--- src/rtl/game_sequencer.sv ---
// Round controller: IDLE/ARM/PLAY/HIT/DEAD/WIN phases, lives and score; `START_SYNC_EN adds a 2-flop start synchronizer.
// Outputs decode registered state one cycle after the deciding input; no backpressure, tick/eq are sampled every cycle.
module game_sequencer #(
  parameter int LIVES     = 3,
  parameter int WIN_SCORE = 9,
  parameter int ARM_TICKS = 3,
  parameter int HIT_TICKS = 2
) (
  input  logic       clk,
  input  logic       reset,
  input  logic       start,
  input  logic       eq,
  input  logic       tick,
  output logic       run,
  output logic [1:0] wordsel,
  output logic [1:0] lives,
  output logic [3:0] score
);

  typedef enum logic [2:0] {
    S_IDLE = 3'd0,
    S_ARM  = 3'd1,
    S_PLAY = 3'd2,
    S_HIT  = 3'd3,
    S_DEAD = 3'd4,
    S_WIN  = 3'd5
  } state_t;

  localparam logic [1:0] LIVES_INIT = 2'(LIVES);
  localparam logic [3:0] WIN_END    = 4'(WIN_SCORE);
  localparam logic [3:0] ARM_END    = 4'(ARM_TICKS);
  localparam logic [3:0] HIT_END    = 4'(HIT_TICKS);

  state_t     state;
  state_t     state_nxt;
  logic [3:0] phase_cnt;
  logic       start_src;
  logic       start_q;
  logic       start_edge;

`ifdef START_SYNC_EN
  // Both stages reset high so a button held through reset cannot fake an edge.
  logic [1:0] start_sync;
  always_ff @(posedge clk) begin
    if (reset) start_sync <= 2'b11;
    else       start_sync <= {start_sync[0], start};
  end
  assign start_src = start_sync[1];
`else
  assign start_src = start;
`endif

  always_ff @(posedge clk) begin
    if (reset) start_q <= 1'b1;
    else       start_q <= start_src;
  end

  assign start_edge = start_src & ~start_q;

  logic [3:0] cnt_inc;
  logic [3:0] score_inc;
  logic       arm_done;
  logic       hit_done;
  logic       hit_fatal;
  logic       win_reached;
  logic       new_game;

  assign cnt_inc     = phase_cnt + 4'd1;
  assign score_inc   = score + 4'd1;
  assign arm_done    = tick && (cnt_inc == ARM_END);
  assign hit_done    = tick && (cnt_inc == HIT_END);
  assign hit_fatal   = (lives <= 2'd1);
  assign win_reached = (score_inc == WIN_END);
  assign new_game    = start_edge &&
                       ((state == S_IDLE) || (state == S_DEAD) || (state == S_WIN));

  // State register
  always_ff @(posedge clk) begin
    if (reset) state <= S_IDLE;
    else       state <= state_nxt;
  end

  // Next-state logic; eq outranks tick in PLAY
  always_comb begin
    state_nxt = S_IDLE;
    case (state)
      S_IDLE:  state_nxt = start_edge ? S_ARM : S_IDLE;
      S_ARM:   state_nxt = arm_done ? S_PLAY : S_ARM;
      S_PLAY: begin
        if (eq)                        state_nxt = hit_fatal ? S_DEAD : S_HIT;
        else if (tick && win_reached)  state_nxt = S_WIN;
        else                           state_nxt = S_PLAY;
      end
      S_HIT:   state_nxt = hit_done ? S_PLAY : S_HIT;
      S_DEAD:  state_nxt = start_edge ? S_ARM : S_DEAD;
      S_WIN:   state_nxt = start_edge ? S_ARM : S_WIN;
      default: state_nxt = S_IDLE;
    endcase
  end

  // Output decode from registered state
  always_comb begin
    run     = 1'b0;
    wordsel = 2'b11;
    case (state)
      S_PLAY: begin
        run     = 1'b1;
        wordsel = 2'b00;
      end
      S_HIT, S_DEAD: wordsel = 2'b01;
      S_WIN:         wordsel = 2'b10;
      default:       wordsel = 2'b11;
    endcase
  end

  // Lives, score and phase counter
  always_ff @(posedge clk) begin
    if (reset || new_game) begin
      lives     <= LIVES_INIT;
      score     <= 4'd0;
      phase_cnt <= 4'd0;
    end else begin
      case (state)
        S_ARM: begin
          if (tick) phase_cnt <= arm_done ? 4'd0 : cnt_inc;
        end
        S_PLAY: begin
          if (eq) begin
            lives     <= hit_fatal ? 2'd0 : lives - 2'd1;
            phase_cnt <= 4'd0;
          end else if (tick) begin
            score <= score_inc;
          end
        end
        S_HIT: begin
          if (tick) phase_cnt <= hit_done ? 4'd0 : cnt_inc;
        end
        default: ;
      endcase
    end
  end

endmodule

--- config.mk ---
export PLATFORM = sky130hd
export DESIGN_NAME = game_sequencer
export DESIGN_NICKNAME = d
export VERILOG_FILES = /design/src/rtl/game_sequencer.sv
export SDC_FILE = /design/constraint.sdc
export NUM_CORES = 1
export LEC_CHECK = 0
export BUFFER_PORTS_ARGS = -buffer_cell sky130_fd_sc_hd__buf_4
export CELL_PAD_IN_SITES_DETAIL_PLACEMENT = 1
export CELL_PAD_IN_SITES_GLOBAL_PLACEMENT = 1
export CORE_MARGIN = 2
export CORE_UTILIZATION = 39
export CTS_CLUSTER_DIAMETER = 40
export DETAILED_ROUTE_END_ITERATION = 8
export GPL_ROUTABILITY_DRIVEN = 0
export PLACE_DENSITY_LB_ADDON = 0.1
export SETUP_SLACK_MARGIN = 0.4
export SYNTH_ARGS = -nofsm -noshare
export SYNTH_HDL_FRONTEND = slang
export SYNTH_SLANG_ARGS = --single-unit
--- constraint.sdc ---
create_clock -name clk -period 2.27 [get_ports clk]
set_clock_uncertainty 0.15 [all_clocks]
set_input_delay 0.454 -clock clk [delete_from_list [all_inputs] [get_ports clk]]
set_output_delay 0.454 -clock clk [all_outputs]
set_load 0.005 [all_outputs]
=== After elaboration in Yosys (flattened, before gate mapping) ===
Cells that the tools add are included.
Widths: inputs -> output; s select.

* Add/sub/neg operators: 3
* Order comparisons: 1
* Equality and inequality tests: 11
* Muxes and demuxes: 18
* Bitwise operators: 3
* Reduce and logical (&&, ||, !) cells: 13

{| class="wikitable"
|+ Operators by type and width
! cell !! number
|-
| $mux 4 || 5
|-
| $pmux 3 s6 || 1
|-
| $mux 3 || 5
|-
| $pmux 4 s3 || 1
|-
| $add 4x1->4 const B || 2
|-
| $eq 4x2->1 const B || 2
|-
| $eq 3x2->1 const B || 2
|-
| $eq 3x3->1 const B || 2
|-
| $ne 2x2->1 const B || 3
|-
| $pmux 2 s3 || 1
|-
| $eq 4x4->1 const B || 1
|-
| $logic_and 1x1->1 || 4
|-
| $mux 2 || 2
|-
| $reduce_and 4->1 || 1
|-
| $eq 3x1->1 const B || 1
|-
| $logic_not 3->1 || 1
|-
| $logic_or 1x1->1 || 3
|-
| $mux 1 || 3
|-
| $reduce_and 3->1 || 1
|-
| $reduce_bool 3->1 || 1
|-
| $le 2x1->1 const B || 1
|-
| $not 1->1 || 2
|-
| $reduce_and 2->1 || 1
|-
| $reduce_or 2->1 || 1
|-
| other kinds (2) || 2
|}

* Bits in registers: 14
* Input port bits: 5
* Output and inout port bits: 9
* Word-level logic and storage cells: 54

=== Logic depth before layout (Yosys ltp) ===
Gate-level depths: netlist of the first run.

* Depth in word-level cells: 6
* Gate-level depth with buffers: 6
* Mapped depth without buffers: 6

=== Worst setup path after synthesis of the first run ===
OpenSTA, ideal clock, no wires.

* Path type: register -> register
* From: reg state[2]
* To: reg phase_cnt[0]
* Arrival time: 1.382 ns
* Slack: 0.651 ns
* Stages on the path, launching flop included: 7
* Buffers on the path: 1
* Path through: dfxtp_1 > buf_4 > nand2b_4 > or4_1 > a31oi_1 > a31oi_1 > o31ai_1

* Word-level cells in the longest chain between the ends: 5
* Elaborated cells between the ends (all ways): 16
* Classes of those cells: eq/ne: 8; mux: 1; reduce/logical: 7

{| class="wikitable"
|+ RTL lines
! what !! RTL line !! text
|-
| start: declaration || 34 || <nowiki>state_t state;</nowiki>
|-
| start signal: assignment || 80 || <nowiki>else state <= state_nxt;</nowiki>
|-
| parallel branches: the longest is 5 deep, another holds $reduce_and 4->1 || - ||
|-
| end signal: assignment || 125 || <nowiki>if (tick) phase_cnt <= arm_done ? 4'd0 : cnt_inc;</nowiki>
|-
| end signal: assignment || 136 || <nowiki>if (tick) phase_cnt <= hit_done ? 4'd0 : cnt_inc;</nowiki>
|-
| end: declaration || 36 || <nowiki>logic [3:0] phase_cnt;</nowiki>
|}

Several ways; the timed one is not identified.
A chain may end at the register's enable or synchronous reset.

=== Final worst setup path of the first run ===
* From: reg state[1]
* To: out wordsel[0]

* Word-level cells in the longest chain between the ends: 3
* Elaborated cells between the ends (all ways): 6
* Classes of those cells: eq/ne: 4; mux: 1; reduce/logical: 1

{| class="wikitable"
|+ RTL lines
! what !! RTL line !! text
|-
| $eq 3x3->1 or $eq 3x2->1 (tied branches) || 105 || <nowiki>case (state)</nowiki>
|-
| $reduce_or 2->1 || 105 ||
|-
| $pmux 2 s3 (*) || 105 ||
|-
| end: declaration || 15 || <nowiki>output logic [1:0] wordsel,</nowiki>
|}

Every way passes the cells marked *; elsewhere a longest branch is shown, timed or not.

==> metrics.txt, run 1 <==
Slew Limit Fails 0; CTS tree done; CTS Hold Buffers Added 0; CTS root buf clkbuf_4; largest net degree at the start of global routing 11; vias in the first global route 789; Yosys warning count 0; Setup crit end kind output pin; Initial Utilization 0.422; total power 428 uW; final non-filler cell total 150; WS Path Type flip-flop to output pin; CP startpoint kind flip-flop; n_diodes 0; hold_sp start; GRT overflow 0; Pre-antenna DRT Iters 4; Arr. time, crit path 1.19 ns; r2r endpoint phase_cnt[0]; initial antenna violation count 0; clock buffer depth 2; WHS Path Cells 2; Worst-path clk slew 0.07 ns; reg2reg setup slack 0.53 ns; CP Data Required Time 1.67 ns; final WL 2150 um; CTS HTree Levels 1; met1 WL 997 um; final setup vio count 0; layout cell share with drive strength beyond 1 0.276; Final Hold Fails 0; Final Net Count 135; Layout Area Growth over Synthesis 22.6%; syn nets 115; Critical Path Fanout Max 10; Worst VDD drop 0.000368 V; Slowest cell on crit path dfxtp_4; Worst-Skew Late Latency 0.28 ns; Max Freq 558 MHz; met3 WL 88 um; outcome complete, no violations; reg2reg path depth 6; PD cells 412 nW/um^2; top sig layer met4; Hold Path End start_q; hpwl dp 1630 um; cell chain of the critical path nor3b_4 -> a21oi_1 -> buf_4; worst hold path class primary input to flip-flop; MaxCap Viol Count 0; I/O Buffers 13; most frequent cells in the layout 17 x buf_4, 12 x nand2_1, 10 x nor2_1, 10 x dfxtp_1, 8 x nand3_1; post-DR vias/cell 5.46; remaining antenna violation count after routing 0; CTS sink count 14; Num CTS Buffers 3; P_leak 0.384 nW; Cells after DPL 144; global-route wire length before repair 3520 um; crit-path max cell delay 0.42 ns; library cells used by synthesis 33; Cells after Synth 105; overall global routing resource usage 0.186; synthesized area 846 um^2; Die Y 50.6 um; sequential cell area fraction in the yosys report 0.331; Initial DRC Count 10; Slew @ Worst Pin 0.464 ns; Die X 50.6 um; fin crit period 1.79 ns; Critical R2R Launch phase_cnt[1]; Slew headroom 0.689; Synth Area per Inst 8.06 um^2; RSZ-0062 raised after global routing yes; FP Rows 16; most common cell after layout, fill and taps aside buf_4; WL/cell 14.3 um; # IOs 14; core box area 2000 um^2; met2 WL 1010 um; via count 819; Tcrit/Tclk final 0.790; Setup TNS 0 ns; number of remaining DRC errors 0; die area 2560 um^2; number of synthesized register bits 14
==> synth_stat cells <==
| master | n | area share |
|---|---|---|
| a21bo_2 | 1 | 0.012 |
| a21oi_1 | 6 | 0.036 |
| a31o_2 | 1 | 0.010 |
| a31oi_1 | 4 | 0.030 |
| a41o_1 | 1 | 0.012 |
| and2b_2 | 1 | 0.010 |
| buf_4 | 2 | 0.018 |
| dfxtp_1 | 14 | 0.33 |
| ha_1 | 5 | 0.074 |
| inv_1 | 5 | 0.022 |
| inv_2 | 1 | 0.0044 |
| nand2_1 | 12 | 0.053 |
| nand2b_1 | 1 | 0.0074 |
| nand2b_4 | 1 | 0.016 |
| nand3_1 | 8 | 0.047 |
| nand3b_1 | 2 | 0.018 |
| nor2_1 | 10 | 0.044 |
| nor2b_1 | 4 | 0.030 |
| nor3_1 | 3 | 0.018 |
| nor3b_1 | 1 | 0.0089 |
| nor3b_2 | 1 | 0.015 |
| o211ai_1 | 1 | 0.0089 |
| o21a_1 | 2 | 0.018 |
| o21ai_0 | 5 | 0.030 |
| o22ai_1 | 1 | 0.0074 |
| o31ai_1 | 2 | 0.018 |
| o31ai_2 | 1 | 0.015 |
| o32ai_1 | 1 | 0.010 |
| or2_2 | 1 | 0.0074 |
| or2b_1 | 1 | 0.0089 |
| or4_1 | 1 | 0.0089 |
| xnor2_1 | 3 | 0.031 |
| xor2_1 | 2 | 0.021 |
==> what timing repair did <==
item                                    4_1_cts  5_1_grt
endpoints found under the setup margin        3        5
buffers inserted                              2        1
gates resized for setup                       3        5
==> sequential cells by signal (all words and copies together) (netlist names) <==
signal	cells
score	4
lives	2
phase_cnt	4
start_q	1
state	3
==> report_power, final <==
group          switching (mW)  internal (mW)
registers             0.00425          0.247
logic                  0.0235         0.0164
clock network          0.0749         0.0616
total                   0.103          0.325
==> through the flow <==
stage	hold WS, ns	worst slack (ns)	area, um^2	utilization
after global placement	0.335	0.437	970	0.484
after detailed placement	0.339	0.392	970	0.484
after floorplan	0.301	0.651	846	-
final	0.235	0.477	1040	0.518
after global routing	0.235	0.376	1040	0.518
after CTS	0.235	0.412	1020	0.508
==> critical path: cells and delay by family, from the launching register on <==
family / cells / cell delay [ns]
buffers and inverters: 1 / 0.14
DFF: 1 / 0.42
and+or+nand+nor: 1 / 0.28
AOI/OAI and AO/OA: 1 / 0.07
==> logic make-up after synthesis <==
logic type / share of synthesized area
XOR/XNOR: 0.0518
AO/OA/AOI/OAI: 0.206
AND/OR/NAND/NOR: 0.293
buffers and inverters: 0.0444
adder cells (fa/ha/maj): 0.0740
flip-flops: 0.331
==> worst max-delay path by stage <==
stage | start | to | slack, ns | cells after the start
global placement | state[1] | wordsel[0] | 0.44 | 3
global route | phase_cnt[1] | phase_cnt[0] | 0.38 | 6
floorplan | state[2] | phase_cnt[0] | 0.65 | 6
finish | state[1] | wordsel[0] | 0.48 | 3
CTS | state[1] | wordsel[0] | 0.41 | 3
detailed placement | state[1] | wordsel[0] | 0.39 | 3
==> cell type report <==
type	count	area, um^2
Timing Repair Buffer	17	128
Multi-Input combinational cell	83	543
Tap cell	27	33.8
Inverter	6	22.5
Sequential cell	14	288
Fill cell	258	965
Clock buffer	3	22.5
==> metal layers <==
layer	vias to the layer above	global-route usage
li1	408	-
met1	394	0.226
met2	12	0.316
met3	5	0.0536
met4	0	0.0541
met5	-	0
No activity file was read; power rests on OpenSTA's default activity.
==> run 2, diff against run 1 <==
Settings changed: CORE_UTILIZATION 39 to 36.
Clock period 2.27 ns to 1.55 ns, I/O delays scaled along.
==> run 2 against run 1 <==
The flow now finishes with violations (negative setup slack); combinational power rose to 3.1 times the previous value; hold slack got worse by 0.17 ns; via count rose by 34%; cell count rose by 25%; global-route usage rose by 7.4 points; clock-buffer cell count rose by 1; worst setup slack got worse by 0.74 ns; sequential power rose by 41%; first-iteration DRC count rose to 2.8 times the previous value; register-to-register slack got worse by 0.78 ns; power rose by 79%; critical path depth rose by 1; largest cell class unchanged.
==> metrics.txt, run 2 (synthesis results as in run 1) <==
FP Rows 17; Setup crit end kind output pin; failing checks negative setup slack; hpwl dp 1990 um; total power 765 uW; CTS root buf clkbuf_4; final setup vio count 15; Max Freq 550 MHz; WL/cell 24.9 um; Hold WS 0.0698 ns; post-DR vias/cell 5.85; layout cell share with drive strength beyond 1 0.673; overall global routing resource usage 0.260; worst hold path class primary input to flip-flop; largest net degree at the start of global routing 9; number of remaining DRC errors 0; final WL 4660 um; WHS Path Cells 2; Critical Path Fanout Max 5; clock buffer depth 2; # IOs 14; hold_sp start; CP Data Required Time 1.09 ns; RSZ-0062 raised after global routing yes; Die X 52.5 um; # fillers 224; Critical R2R Launch state[2]; Final Net Count 170; Num CTS Buffers 3; Slew @ Worst Pin 0.406 ns; fin crit period 1.82 ns; CTS HTree Levels 1; most frequent cells in the layout 32 x buf_4, 20 x buf_6, 9 x dfxtp_4; I/O Buffers 13; Layout Area Growth over Synthesis 91.3%; GRT overflow 0; Hold Path End start_q; Die Y 52.5 um; outcome complete, but fails checks; Tcrit/Tclk final 1.17; PD cells 473 nW/um^2; Slew Limit Fails 0; reg2reg setup slack -0.25 ns; P_leak 0.636 nW; Arr. time, crit path 1.36 ns; Worst-path clk slew 0.12 ns; MaxCap Viol Count 0; Final Hold Fails 0; n_diodes 0; via count 1094; die area 2750 um^2; Initial DRC Count 28; CTS sink count 14; Pre-antenna DRT Iters 4; vias in the first global route 1066; Initial Utilization 0.382; CTS tree done; Worst VDD drop 0.000470 V; core box area 2210 um^2; CP startpoint kind flip-flop; Worst-Skew Late Latency 0.30 ns; global-route wire length before repair 5220 um; reg2reg path depth 8; initial antenna violation count 0; Slew headroom 0.729; r2r endpoint phase_cnt[3]; WS Path Type flip-flop to output pin; most common cell after layout, fill and taps aside buf_4; remaining antenna violation count after routing 0; Top Registers phase_cnt (4), score (4), state (3); Setup WS post-layout -0.268 ns
## run 2: worst max path at each step
stage	to	start
2_1_floorplan	phase_cnt[0]	state[2]
5_1_grt	phase_cnt[3]	state[2]
4_1_cts	run	state[2]
3_5_place_dp	phase_cnt[1]	tick
3_3_place_gp	phase_cnt[0]	tick
6_report	run	state[0]
## run 2: repair_timing
item,in CTS,in global routing
pin swaps,17,9
cloned,0,0
buffers inserted,12,6
resized for setup,44,29
endpoints found under the setup margin,22,22
hold buffers,0,0
## run 2: where the power goes
part / internal [mW] / total [mW] / switching [mW] / leakage, nW
registers: 0.349 / 0.353 / 0.00438 / 0.120
clock network: 0.143 / 0.289 / 0.146 / 0.0210
logic: 0.0538 / 0.123 / 0.0692 / 0.495
total: 0.546 / 0.765 / 0.219 / 0.636
## run 2: worst max-delay path, cell delays in order (launching register included)
cell and delay, ns:
dfxtp_2 0.36, buf_6 0.13, nor3b_4 0.32, buf_6 0.16, buf_6 0.08
## run 2: final cells by class
type	count	area, um^2	area share
inverter	6	22.5	0.0139
multi-input combinational	83	741	0.458
sequential	14	318	0.196
tap	28	35.0	0.0217
clock buffer	4	36.3	0.0224
timing repair buffer	52	465	0.288
## run 2: routing by layer
metal,part of all wire,routed length [um],vias up,track usage
li1,-,-,478,-
met1,0.40,1860,543,0.354
met2,0.51,2370,51,0.448
met3,0.039,184,22,0.0257
met4,0.052,240,0,0.0385
met5,0,0,-,0
## run 2: metrics by stage
stage	setup TNS, ns	setup WS (ns)	util	instance area [um^2]	instances
after floorplan	-0.0448	-0.0223	-	896	105
after CTS	-0.701	-0.185	0.648	1430	181
after global routing	-2.91	-0.350	0.731	1620	187
after detailed placement	-0.410	-0.139	0.526	1160	165
final	-2.43	-0.268	0.731	1620	187
after global placement	-0.126	-0.0613	0.526	1160	165
==> run 3, diff against run 2 <==
Settings changed: ABC_AREA from default to 1, CORE_UTILIZATION 36 to 34.
==> run 3 against run 2 <==
The flow still finishes with violations (negative setup slack); largest cell class unchanged; utilization decreased by 17 points; highest routed layer unchanged; sequential share of layout area increased by 3.4 points; worst setup slack improved by 0.24 ns; critical endpoint unchanged; register-to-register slack improved by 0.33 ns; cell count decreased by 1.6%; combinational power decreased by 11%.
==> metrics.txt, run 3 <==
outcome complete, but fails checks; failing checks negative setup slack; Layout Area Growth over Synthesis 59.9%; area leader, netlist dfxtp_1; Slew headroom 0.879; final WL 2680 um; Cells after Synth 124; GR peak layer met2; crit-path max cell delay 0.35 ns; Setup crit end kind output pin; CP Data Required Time 1.09 ns; CTS tree done; Critical Path Fanout Max 4; most frequent CP cell buf_4; Initial DRC Count 4; crit path to run; Clock power frac 0.312; Arr. time, crit path 1.12 ns; core box area 2410 um^2; GRT overflow 0; number of synthesized register bits 14; hpwl dp 1720 um; post-DR vias/cell 4.92; Max Freq 632 MHz; CP startpoint kind flip-flop; Num CTS Buffers 3; # IOs 14; via count 905; Flop pwr share 0.530; Final Hold Fails 0; # fillers 302; Slowest cell on crit path dfxtp_2; share of Yosys cell area claimed by the top area cell type 0.330; internal power 490 uW; n_diodes 0; Slew Limit Fails 0; worst hold path class primary input to flip-flop; CTS root buf clkbuf_4; Worst-Skew Late Latency 0.29 ns; Slew @ Worst Pin 0.181 ns; P_leak 0.581 nW; Worst VDD drop 0.000516 V; Final Net Count 166; number of remaining DRC errors 0; Yosys warning count 0; list of most frequent post-synthesis cells 30 x nand2_1, 16 x inv_1, 14 x dfxtp_1; Critical R2R Launch state[2]; reg2reg setup slack 0.08 ns; most frequent cell after synthesis nand2_1; synthesized area 848 um^2; main flop type after synthesis dfxtp_1; leading post-synthesis cells by cell area dfxtp_1 33%, nand2_1 13%, a21oi_1 7.7%, ha_1 7.4%, inv_1 7.1%; PD cells 513 nW/um^2; CP startpoint state[2]; WS Path Type flip-flop to output pin; fin crit period 1.58 ns; most common cell after layout, fill and taps aside nand2_1; Die X 54.0 um; CTS sink count 14; cell chain of the critical path inv_4 -> nand2_4 -> nor2_4 -> buf_4 -> buf_4; FP Rows 18; switch share 0.296; I/O Buffers 13; reg2reg path depth 9; met2 usage 0.346; Comb pwr share 0.158; die area 2910 um^2; vias in the first global route 880; final setup vio count 3; syn nets 134; Setup WS post-layout -0.0312 ns; most frequent cells in the layout 28 x nand2_1, 20 x buf_4, 11 x inv_1; Top Registers phase_cnt (4), score (4), state (3); CTS HTree Levels 1; RSZ-0062 raised after global routing yes; final instance area 1360 um^2; NetSw 206 uW; Initial Utilization 0.352; number of flops mapped to enable cells by yosys 0; Post-synth ARST share 0; r2r endpoint score[2]; global-route wire length before repair 3860 um; CTS Hold Buffers Added 0; clock buffer depth 2; Worst-path clk slew 0.09 ns; met3 GRT Util 0.0611; layout cell share with drive strength beyond 1 0.578; Tcrit/Tclk final 1.02; Placement Setup Slack 0.110 ns; MaxCap Viol Count 0; Synth Area per Inst 6.84 um^2; Die Y 54.0 um; remaining antenna violation count after routing 0; initial antenna violation count 0; overall global routing resource usage 0.192; library cells used by synthesis 21; DP Area 1030 um^2; Pre-antenna DRT Iters 4; WL/cell 14.6 um; largest net degree at the start of global routing 8; met1 Resource Use GR 0.211; sequential cell area fraction in the yosys report 0.330
[run 3: cell types whose count changed after synthesis, moves of 4 or more]
cell,change
nand2_1,+18
inv_1,+11
a21oi_1,+7
a31oi_1,-4
nor2b_1,-4
[run 3: cell families (layout without fill, tap and decap cells)]
group	Yosys count	after routing	share of synthesized area
fa+ha+maj	5	5	0.0737
simple gates	60	60	0.341
xor+xnor	3	3	0.0310
compound gates	20	20	0.127
buf+inv	22	52	0.0973
flops	14	14	0.330
[run 3: what timing repair did]
| item | 4_1_cts | 5_1_grt |
|---|---|---|
| pin swaps | 15 | 14 |
| gates cloned | 0 | 0 |
| setup buffers | 8 | 4 |
| resized for setup | 46 | 19 |
| endpoints found under the setup margin | 22 | 22 |
[run 3: critical path, delay by kind of cell, from the launching register on]
family                 cells  cell delay [ns]
buffers and inverters      3             0.32
flip-flops                 1             0.35
AND/OR/NAND/NOR            2             0.16
[run 3: cell type report]
| cell class | count | area, um^2 | area share |
|---|---|---|---|
| clock buffers | 3 | 22.5 | 0.0166 |
| well taps | 30 | 37.5 | 0.0277 |
| inverters | 22 | 95.1 | 0.0701 |
| multi-input cells | 88 | 659 | 0.486 |
| flip-flops and latches | 14 | 313 | 0.231 |
| repair buffers | 27 | 229 | 0.169 |
[run 3: power groups by stage]
stage | combinational [mW] | sequential (mW) | clock (mW)
after detailed placement | 0.0848 | 0.387 | 0
after CTS | 0.102 | 0.370 | 0.218
final | 0.110 | 0.369 | 0.217
after global placement | 0.0832 | 0.387 | 0
after floorplan | 0.0544 | 0.386 | 0
after global routing | 0.120 | 0.370 | 0.241
[run 3: worst min path at each step]
stage | start | cells past startpoint | slack (ns) | to
after floorplan | reset | 1 | 0.23 | state[1]
after global placement | phase_cnt[3] | 2 | 0.32 | phase_cnt[3]
after detailed placement | phase_cnt[3] | 2 | 0.32 | phase_cnt[3]
after CTS | reset | 2 | 0.05 | state[2]
after global routing | reset | 2 | 0.03 | state[2]
final | reset | 2 | 0.04 | state[2]
[run 3: metrics by stage]
step | instances | utilization | hold slack (ns) | total power, mW | setup TNS [ns]
finish | 184 | 0.563 | 0.0375 | 0.696 | -0.0509
global route | 184 | 0.563 | 0.0311 | 0.731 | -0.314
CTS | 180 | 0.521 | 0.0457 | 0.690 | -0.0785
detailed placement | 169 | 0.426 | 0.324 | 0.472 | 0
global placement | 169 | 0.426 | 0.319 | 0.470 | 0
floorplan | 124 | - | 0.229 | 0.440 | 0
[run 3: routing by layer]
layer | vias to the layer above | part of all wire
met3 | 7 | 0.034
met4 | 0 | 0.025
met1 | 434 | 0.39
li1 | 450 | -
met5 | - | 0
met2 | 14 | 0.55
